### config.mk
export PLATFORM = sky130hd
export DESIGN_NAME = node_input_port_flat
export DESIGN_NICKNAME = d
export VERILOG_FILES = /design/src/rtl/noc_pkg.sv /design/src/rtl/node_input_port_if.sv /design/src/rtl/flit_fifo.sv /design/src/rtl/node_input_port.sv /design/src/flat_wrapper.sv
export SDC_FILE = /design/constraint.sdc
export NUM_CORES = 1
export LEC_CHECK = 0
export BUFFER_PORTS_ARGS = -buffer_cell sky130_fd_sc_hd__buf_4
export CORE_UTILIZATION = 40
export CTS_BUF_LIST = sky130_fd_sc_hd__clkbuf_8
export CTS_CLUSTER_SIZE = 16
export DETAILED_ROUTE_END_ITERATION = 16
export GPL_ROUTABILITY_DRIVEN = 1
export PLACE_DENSITY = 0.63
export SLEW_MARGIN = 10
export SYNTH_ARGS = -nofsm -noshare
export SYNTH_HDL_FRONTEND = slang
export SYNTH_SLANG_ARGS = --single-unit
### constraint.sdc
create_clock -name clk -period 5.9 [get_ports clk]
set_input_delay 1.18 -clock clk [delete_from_list [all_inputs] [get_ports clk]]
set_output_delay 1.18 -clock clk [all_outputs]
set_load 0.005 [all_outputs]
### src/rtl/noc_pkg.sv
// Shared NoC types: direction encoding, flit payload layout and XY routing.
package noc_pkg;

    localparam int unsigned DEF_ADDR_W     = 2;
    localparam int unsigned DEF_DATA_WIDTH = 32;

    typedef enum logic [2:0] {
        DIR_LOCAL = 3'd0,
        DIR_NORTH = 3'd1,
        DIR_EAST  = 3'd2,
        DIR_SOUTH = 3'd3,
        DIR_WEST  = 3'd4
    } dir_t;

    typedef struct packed {
        logic [DEF_ADDR_W-1:0]     dest_x;
        logic [DEF_ADDR_W-1:0]     dest_y;
        logic [DEF_DATA_WIDTH-1:0] data;
    } flit_t;

    // Dimension-ordered routing: resolve X first, then Y; coordinates are zero-extended.
    function automatic dir_t xy_route(input int unsigned dest_x, input int unsigned dest_y,
                                      input int unsigned my_x, input int unsigned my_y);
        if (dest_x > my_x)      return DIR_EAST;
        else if (dest_x < my_x) return DIR_WEST;
        else if (dest_y > my_y) return DIR_SOUTH;
        else if (dest_y < my_y) return DIR_NORTH;
        else                    return DIR_LOCAL;
    endfunction

endpackage

### src/rtl/node_input_port_if.sv
// Ingress/egress handshake bundle of one node input port.
// INPORT_STATS_EN adds the flits_in / stall_cycles counters.
interface node_input_port_if
    import noc_pkg::*;
#(
    parameter int unsigned ADDR_W     = DEF_ADDR_W,
    parameter int unsigned DATA_WIDTH = DEF_DATA_WIDTH,
    parameter int unsigned DEPTH      = 4
);
    localparam int unsigned CNT_W = $clog2(DEPTH) + 1;

    logic                  in_valid;
    logic [ADDR_W-1:0]     in_dest_x;
    logic [ADDR_W-1:0]     in_dest_y;
    logic [DATA_WIDTH-1:0] in_data;
    logic                  in_ready;
    logic                  out_valid;
    dir_t                  out_dir;
    logic [ADDR_W-1:0]     out_dest_x;
    logic [ADDR_W-1:0]     out_dest_y;
    logic [DATA_WIDTH-1:0] out_data;
    logic                  out_grant;
    logic [CNT_W-1:0]      occupancy;
`ifdef INPORT_STATS_EN
    logic [15:0]           flits_in;
    logic [15:0]           stall_cycles;
`endif

    modport master (
        output in_valid, in_dest_x, in_dest_y, in_data, out_grant,
        input  in_ready, out_valid, out_dir, out_dest_x, out_dest_y, out_data, occupancy
`ifdef INPORT_STATS_EN
        , input flits_in, stall_cycles
`endif
    );

    modport slave (
        input  in_valid, in_dest_x, in_dest_y, in_data, out_grant,
        output in_ready, out_valid, out_dir, out_dest_x, out_dest_y, out_data, occupancy
`ifdef INPORT_STATS_EN
        , output flits_in, stall_cycles
`endif
    );

endinterface

### src/rtl/flit_fifo.sv
// Generic synchronous FIFO with separate occupancy count; no empty bypass.
module flit_fifo #(
    parameter int unsigned WIDTH = 8,
    parameter int unsigned DEPTH = 4
) (
    input  logic                       clk,
    input  logic                       reset,
    input  logic                       push,
    input  logic                       pop,
    input  logic [WIDTH-1:0]           wdata,
    output logic [WIDTH-1:0]           rdata,
    output logic [$clog2(DEPTH):0]     count,
    output logic                       full,
    output logic                       empty
);
    localparam int unsigned PTR_W = $clog2(DEPTH);
    localparam int unsigned CNT_W = PTR_W + 1;

    logic [WIDTH-1:0] mem [DEPTH];
    logic [PTR_W-1:0] rd_ptr;
    logic [PTR_W-1:0] wr_ptr;
    logic             push_ok;
    logic             pop_ok;

    assign full    = (count == CNT_W'(DEPTH));
    assign empty   = (count == '0);
    assign push_ok = push && !full;
    assign pop_ok  = pop && !empty;
    assign rdata   = mem[rd_ptr];

    // Storage is not reset; count gates every read of it.
    always_ff @(posedge clk) begin
        if (push_ok) begin
            mem[wr_ptr] <= wdata;
        end
    end

    always_ff @(posedge clk) begin
        if (reset) begin
            rd_ptr <= '0;
            wr_ptr <= '0;
            count  <= '0;
        end else begin
            if (push_ok) wr_ptr <= wr_ptr + PTR_W'(1);
            if (pop_ok)  rd_ptr <= rd_ptr + PTR_W'(1);
            case ({push_ok, pop_ok})
                2'b10:   count <= count + CNT_W'(1);
                2'b01:   count <= count - CNT_W'(1);
                default: count <= count;
            endcase
        end
    end

endmodule

### src/rtl/node_input_port.sv
// Per-link NoC ingress: buffers flits, routes them XY at push time, presents the head.
// INPORT_STATS_EN adds saturating push / stall counters.
module node_input_port
    import noc_pkg::*;
#(
    parameter int unsigned DATA_WIDTH = DEF_DATA_WIDTH,
    parameter int unsigned ADDR_W     = DEF_ADDR_W,
    parameter int unsigned DEPTH      = 4,
    parameter int unsigned MY_X       = 0,
    parameter int unsigned MY_Y       = 0
) (
    input logic              clk,
    input logic              reset,
    node_input_port_if.slave port
);
    localparam int unsigned CNT_W   = $clog2(DEPTH) + 1;
    localparam int unsigned ENTRY_W = 3 + 2 * ADDR_W + DATA_WIDTH;

    typedef struct packed {
        dir_t                  dir;
        logic [ADDR_W-1:0]     dest_x;
        logic [ADDR_W-1:0]     dest_y;
        logic [DATA_WIDTH-1:0] data;
    } entry_t;

    entry_t           wr_entry;
    entry_t           rd_entry;
    logic             push;
    logic             pop;
    logic             full;
    logic             empty;
    logic [CNT_W-1:0] count;

    assign push = port.in_valid && !full;
    assign pop  = port.out_grant && !empty;

    // Route is resolved on the way in so the head path is a plain register read.
    always_comb begin
        wr_entry        = '0;
        wr_entry.dir    = xy_route(32'(port.in_dest_x), 32'(port.in_dest_y), MY_X, MY_Y);
        wr_entry.dest_x = port.in_dest_x;
        wr_entry.dest_y = port.in_dest_y;
        wr_entry.data   = port.in_data;
    end

    flit_fifo #(
        .WIDTH (ENTRY_W),
        .DEPTH (DEPTH)
    ) u_fifo (
        .clk   (clk),
        .reset (reset),
        .push  (push),
        .pop   (pop),
        .wdata (wr_entry),
        .rdata (rd_entry),
        .count (count),
        .full  (full),
        .empty (empty)
    );

    assign port.in_ready  = !full;
    assign port.out_valid = !empty;
    assign port.occupancy = count;

    always_comb begin
        port.out_dir    = DIR_LOCAL;
        port.out_dest_x = '0;
        port.out_dest_y = '0;
        port.out_data   = '0;
        if (!empty) begin
            port.out_dir    = rd_entry.dir;
            port.out_dest_x = rd_entry.dest_x;
            port.out_dest_y = rd_entry.dest_y;
            port.out_data   = rd_entry.data;
        end
    end

`ifdef INPORT_STATS_EN
    logic [15:0] flits_in_q;
    logic [15:0] stall_q;

    always_ff @(posedge clk) begin
        if (reset) begin
            flits_in_q <= '0;
            stall_q    <= '0;
        end else begin
            if (push && (flits_in_q != 16'hFFFF))
                flits_in_q <= flits_in_q + 16'd1;
            if (port.in_valid && full && (stall_q != 16'hFFFF))
                stall_q <= stall_q + 16'd1;
        end
    end

    assign port.flits_in     = flits_in_q;
    assign port.stall_cycles = stall_q;
`endif

endmodule

### src/flat_wrapper.sv
// flat-port wrapper written by rule: the top's interface ports become plain ports
module node_input_port_flat import noc_pkg::*;
#(
    parameter int unsigned DATA_WIDTH = DEF_DATA_WIDTH,
    parameter int unsigned ADDR_W     = DEF_ADDR_W,
    parameter int unsigned DEPTH      = 4,
    parameter int unsigned MY_X       = 0,
    parameter int unsigned MY_Y       = 0
)
  (clk, reset, port_in_valid, port_in_dest_x, port_in_dest_y, port_in_data, port_out_grant, port_in_ready, port_out_valid, port_out_dir, port_out_dest_x, port_out_dest_y, port_out_data, port_occupancy);
  node_input_port_if #(.ADDR_W(ADDR_W), .DATA_WIDTH(DATA_WIDTH), .DEPTH(DEPTH)) port_i ();
  input logic clk;
  input logic reset;
  input wire logic [$bits(port_i.in_valid)-1:0] port_in_valid;
  input wire logic [$bits(port_i.in_dest_x)-1:0] port_in_dest_x;
  input wire logic [$bits(port_i.in_dest_y)-1:0] port_in_dest_y;
  input wire logic [$bits(port_i.in_data)-1:0] port_in_data;
  input wire logic [$bits(port_i.out_grant)-1:0] port_out_grant;
  output wire logic [$bits(port_i.in_ready)-1:0] port_in_ready;
  output wire logic [$bits(port_i.out_valid)-1:0] port_out_valid;
  output wire logic [$bits(port_i.out_dir)-1:0] port_out_dir;
  output wire logic [$bits(port_i.out_dest_x)-1:0] port_out_dest_x;
  output wire logic [$bits(port_i.out_dest_y)-1:0] port_out_dest_y;
  output wire logic [$bits(port_i.out_data)-1:0] port_out_data;
  output wire logic [$bits(port_i.occupancy)-1:0] port_occupancy;
  assign port_i.in_valid = port_in_valid;
  assign port_i.in_dest_x = port_in_dest_x;
  assign port_i.in_dest_y = port_in_dest_y;
  assign port_i.in_data = port_in_data;
  assign port_i.out_grant = port_out_grant;
  assign port_in_ready = port_i.in_ready;
  assign port_out_valid = port_i.out_valid;
  assign port_out_dir = port_i.out_dir;
  assign port_out_dest_x = port_i.out_dest_x;
  assign port_out_dest_y = port_i.out_dest_y;
  assign port_out_data = port_i.out_data;
  assign port_occupancy = port_i.occupancy;
  node_input_port #(.DATA_WIDTH(DATA_WIDTH), .ADDR_W(ADDR_W), .DEPTH(DEPTH), .MY_X(MY_X), .MY_Y(MY_Y)) u_core (.clk(clk), .reset(reset), .port(port_i));
endmodule
; ---- After elaboration in Yosys (flattened, before gate mapping)
; Memory sizes are Yosys's and may differ from the RTL's. A register that Yosys moved wholly into a read port is not among the register bits.
; Cells that the tools add are included.
[totals]
mem_bits_ro = 0
ff_bits = 7
output_inout_bits = 44
word_cells = 32
in_bits = 40
ramBits = 156
n_memories = 1
latch_bits = 0
[memory_table]
columns = name, words, word_bits, read_ports, rd_clocked_by_memory_dff, write_ports, line
row1 = u_core.u_fifo.mem, 4, 39, 1, 1, 1, flit_fifo.sv:19  ; logic [WIDTH-1:0] mem [DEPTH];
[op_classes]
n_addsub = 4
div = 0
order_cmp = 2
mul = 0
shift = 0
bitwise = 0
eq_ne = 3
reduce_logical = 8
n_mux = 11
[ops]
columns = op, count
row1 = 32-bit 2-to-1 mux, 1
row2 = 2-bit 2-to-1 mux, 5
row3 = 3-bit 2-to-1 mux, 2
row4 = 3-bit case mux with 2 select lines, 1
row5 = "2-bit by 1-bit adder with 2-bit output, second input constant", 2
row6 = "2-bit by 1-bit > comparator with 1-bit output, second input constant", 2
row7 = 1-bit logical AND, 4
row8 = "3-bit by 1-bit adder with 3-bit output, second input constant", 1
row9 = "3-bit == test, second input constant", 1
row10 = 3-bit logical NOT, 1
row11 = "3-bit by 1-bit subtractor with 3-bit output, second input constant", 1
row12 = "2-bit by 1-bit == test with 1-bit output, second input constant", 1
row13 = "2-bit == test, second input constant", 1
row14 = 1-bit logical NOT, 2
row15 = 1-bit 2-to-1 mux, 2
row16 = 2-bit nonzero test, 1

; ---- Longest topological paths before layout
[depth]
depth_word = 6
depth_mapped = 9
depth_no_buf = 9

; ---- Cells and area by module
; A second synthesis with hierarchy kept.
[unflattened]
hier_cells = 309
hier_area_um2 = 6396.1
[modules_own_cells]
columns = module, area_each_um2, seq_area_each_um2, instances, cells_per_inst
row1 = flit_fifo, 6092.1, 4864.7, 1, 257
row2 = node_input_port, 304.0, 0.0, 1, 52

; ---- Worst setup path before layout
; Ideal clock, no wire load.
[synth_timing]
kind = input to register
start = input port_in_valid
end = memory u_core.u_fifo.mem[0][0] (netlist bit) (enable)
path_stages = 2
setup_slack_ps = 2984
t_arrival_ps = 2517
required_time_ps = 5501
cell_sequence = a21boi_1 and2_1
[synth_between]
elab_chain_len = 4
[synth_rtl]
columns = element, line
row1 = "start, declared", flat_wrapper.sv:14  ; input wire logic [$bits(port_i.in_valid)-1:0] port_in_valid;
row2 = 1-bit logical AND, node_input_port.sv:34  ; assign push = port.in_valid && !full;
row3 = 1-bit logical AND, flit_fifo.sv:27  ; assign push_ok = push && !full;
row4 = 1-bit 2-to-1 mux, flit_fifo.sv:33  ; if (push_ok) begin
row5 = 1-bit 2-to-1 mux (not written as such), flit_fifo.sv:34  ; mem[wr_ptr] <= wdata;
row6 = "end, declared", flit_fifo.sv:19
; No other way between the ends.

==> results by group <==
Placed design
  • Post-placement setup slack: approximately 2.8 ns
  • DPL Wire Length: about 6 mm
  • Port bufs: 82
  • GPL Wtd Cong: 0.696

Clock network
  • Clk buf depth: 2
  • CTS tree: done
  • CTS Root Cell: clkbuf_8
  • Setup bufs post-CTS: 0
  • Clock Sinks: 161
  • H-tree Lvls: 4
  • CTS resizes: 0
  • Clk_lat worst skew: approximately 0.44 ns
  • Hold buffer count at cts: 0
  • Num CTS Buffers: 17
  • Clk pin slew, worst setup/hold paths: 0.09 ns

Layout
  • N_diodes: 0
  • Final #Nets: ~440
  • Layout cells sized above 1: around two fifths
  • Area grow syn2layout: 19.4%

GRT
  • Largest net degree at the start of global routing: 42
  • First-pass GRT wire length: 16.3 mm
  • Global Route Usage Sum: between 10% and 20%
  • Initial antenna violation count: 0
  • Overflow left after global routing: 0
  • Vias in the first global route: about 3.0k

Drt
  • Routed length on met3: 457 um
  • DRT met1 WL: 4.54 mm
  • Met2 WL: approximately 5.5 mm
  • Starting DRT DRC Count: 134
  • DR vias/cell: about 5
  • Antenna-violating nets left: 0
  • DRC violations left: 0
  • Drt wl/cell: 17.9 um
  • Uppermost layer routed: met4
  • DR pass1 iterations: 4
  • Routed via count: ~2.9k
  • Post-Route WL: ~11 mm

Synthesis
  • Number of synthesized flops with an enable pin: between 150 and 200
  • Mapped Nets: ~350
  • Top_reg_cell synth: edfxtp_1
  • Mapped cell area: between 0.006 and 0.007 mm2
  • Seq cells post-synth: roughly 160
  • Largest area contributor in the synthesized netlist: edfxtp_1
  • Synth top cells by count: edfxtp_1, mux4_2, nor2b_1, nor2_1, dfxtp_1
  • Sequential fraction of the synthesis area: between 70% and 80%
  • Mapped Avg Cell Area: a little over 20 um2
  • Synth top area share: roughly 73%
  • Most frequent cell after synthesis: edfxtp_1
  • Cells after Synth: roughly 300
  • Async SR Flop Fraction: 0%
  • Synth Warn #: 0
  • Synth top area cells: edfxtp_1, mux4_2, nor2b_1
  • Distinct cells, synth: 26

Job
  • # Max-Cap Violations: 0

Die
  • I/O pin cnt: 84
  • # rows: 45
  • Die W: roughly 130 um
  • Core area: 0.0152 mm2
  • Die H: about 130 um
  • Initial Utilization: just over 40%
  • Die ar.: about 0.016 mm2

STA
  • FMAX: 288 MHz
  • Total Neg Setup Slack: 0 ns
  • Slew Limit Fails: 0
  • Hold Violations, Final: 0
  • Actual slew at the worst max-slew pin: 1.07 ns
  • Final Worst Setup Slack: between 2 and 2.5 ns
  • # setup viols final: 0
  • Worst Skew: ~0.017 ns
  • Fin crit share: between 50 and 60%
  • Max transition margin: 28.8%
  • RSZ-0062 raised after global routing: false
  • Final min period: roughly 3.5 ns

Power and ir drop
  • Peak supply drop: roughly 0.17 mV
  • Cell Pwr Density: around 420 mW/mm2
  • Static Leakage: about 2.5 nW

Setup path
  • Setup crit end kind: output port
  • WP data arrival: roughly 2.3 ns
  • Worst EP required: approximately 4.7 ns
  • Crit-path max FO: 38
  • WS Path Type: register to output port
  • Element type at the critical path start: register

Min path
  • Hold Crit Class: register to register

Run status
  • Outcome: completed
## per-stage QoR
step	std cells	cell area (um2)	hold WS, ns	util [%]	power, mW
floorplan	301	6240	0.459	-	1.99
global placement	558	7030	0.465	46.2	2.35
detailed placement	558	7030	0.480	46.2	2.36
CTS	590	7460	0.495	49.0	3.21
global route	590	7460	0.523	49.0	3.32
finish	590	7460	0.490	49.0	3.15
## kinds of logic after synthesis
family                     synth area share [%]
adders and majority gates                  1.32
xor gates and xnor gates                  0.421
other                                    0.0601
muxes                                      14.1
DFF                                        76.0
and+or+nand+nor                            5.63
AOI/OAI and AO/OA                         0.641
buffers and inverters                      1.86
## power by group
part	total, mW	internal (mW)	switching [mW]	leakage, nW
clock network	0.847	0.458	0.389	0.211
registers	1.51	1.38	0.128	1.47
logic	0.793	0.477	0.316	0.846
total	3.15	2.32	0.833	2.52
## worst paths after layout
path	to	startpoint	depth (start not counted)	slack, ns
max	port_out_data[10]	register	3	2.43
min	register	u_core.u_fifo.rd_ptr[1]$_SDFFE_PP0P_	2	0.49
max reg2reg	u_core.u_fifo.mem[0][24]$_DFFE_PP_	u_core.u_fifo.count[1]$_SDFFE_PP0P_	3	3.53
min reg2reg	register	u_core.u_fifo.rd_ptr[1]$_SDFFE_PP0P_	2	0.49
## registers in the layout, indices dropped and copies added, names as in the netlist, named ones only
name                  count
u_core.u_fifo.count       3
u_core.u_fifo.mem       152
u_core.u_fifo.rd_ptr      2
u_core.u_fifo.wr_ptr      2
## cells in the final DEF, fill, tap and decap left out
master / n
mux4_2: 38
dfxtp_4: 1
clkinv_1: 1
nor3_1: 1
nand2b_1: 2
inv_1: 9
and2_2: 4
nand2_1: 3
clkbuf_8: 17
nor2_1: 10
o21ai_0: 2
xor2_1: 3
a21oi_1: 3
ha_1: 5
edfxtp_1: 152
nor3_4: 1
o31ai_1: 1
or3_1: 2
mux2i_1: 1
clkinv_2: 3
a21boi_1: 1
conb_1: 1
fa_1: 1
clkinv_4: 1
clkinvlp_4: 3
buf_4: 83
nor2b_1: 38
mux2_2: 1
dfxtp_1: 7
bufinv_16: 4
inv_6: 2
dfxtp_2: 1
## routing by layer
layer	vias to the layer above	GRT usage [%]
li1	1357	-
met1	1507	17.2
met2	77	23.8
met3	7	4.60
met4	0	4.83
met5	-	0
## critical path, stage by stage (launching register included)
cell     delay, ns
dfxtp_4       0.89
mux4_2        0.60
nor2b_1       0.16
buf_4         0.16
## layout make-up
class | instances | area (um2)
sequential | 161 | 4750
timing repair buffer | 83 | 623
fill | 1269 | 7750
clock buffer | 17 | 234
clock inverter | 15 | 191
inverter | 8 | 30.0
multi-input combinational | 118 | 1390
tap | 188 | 235
Note: power is estimated with default switching activity, not from simulation.
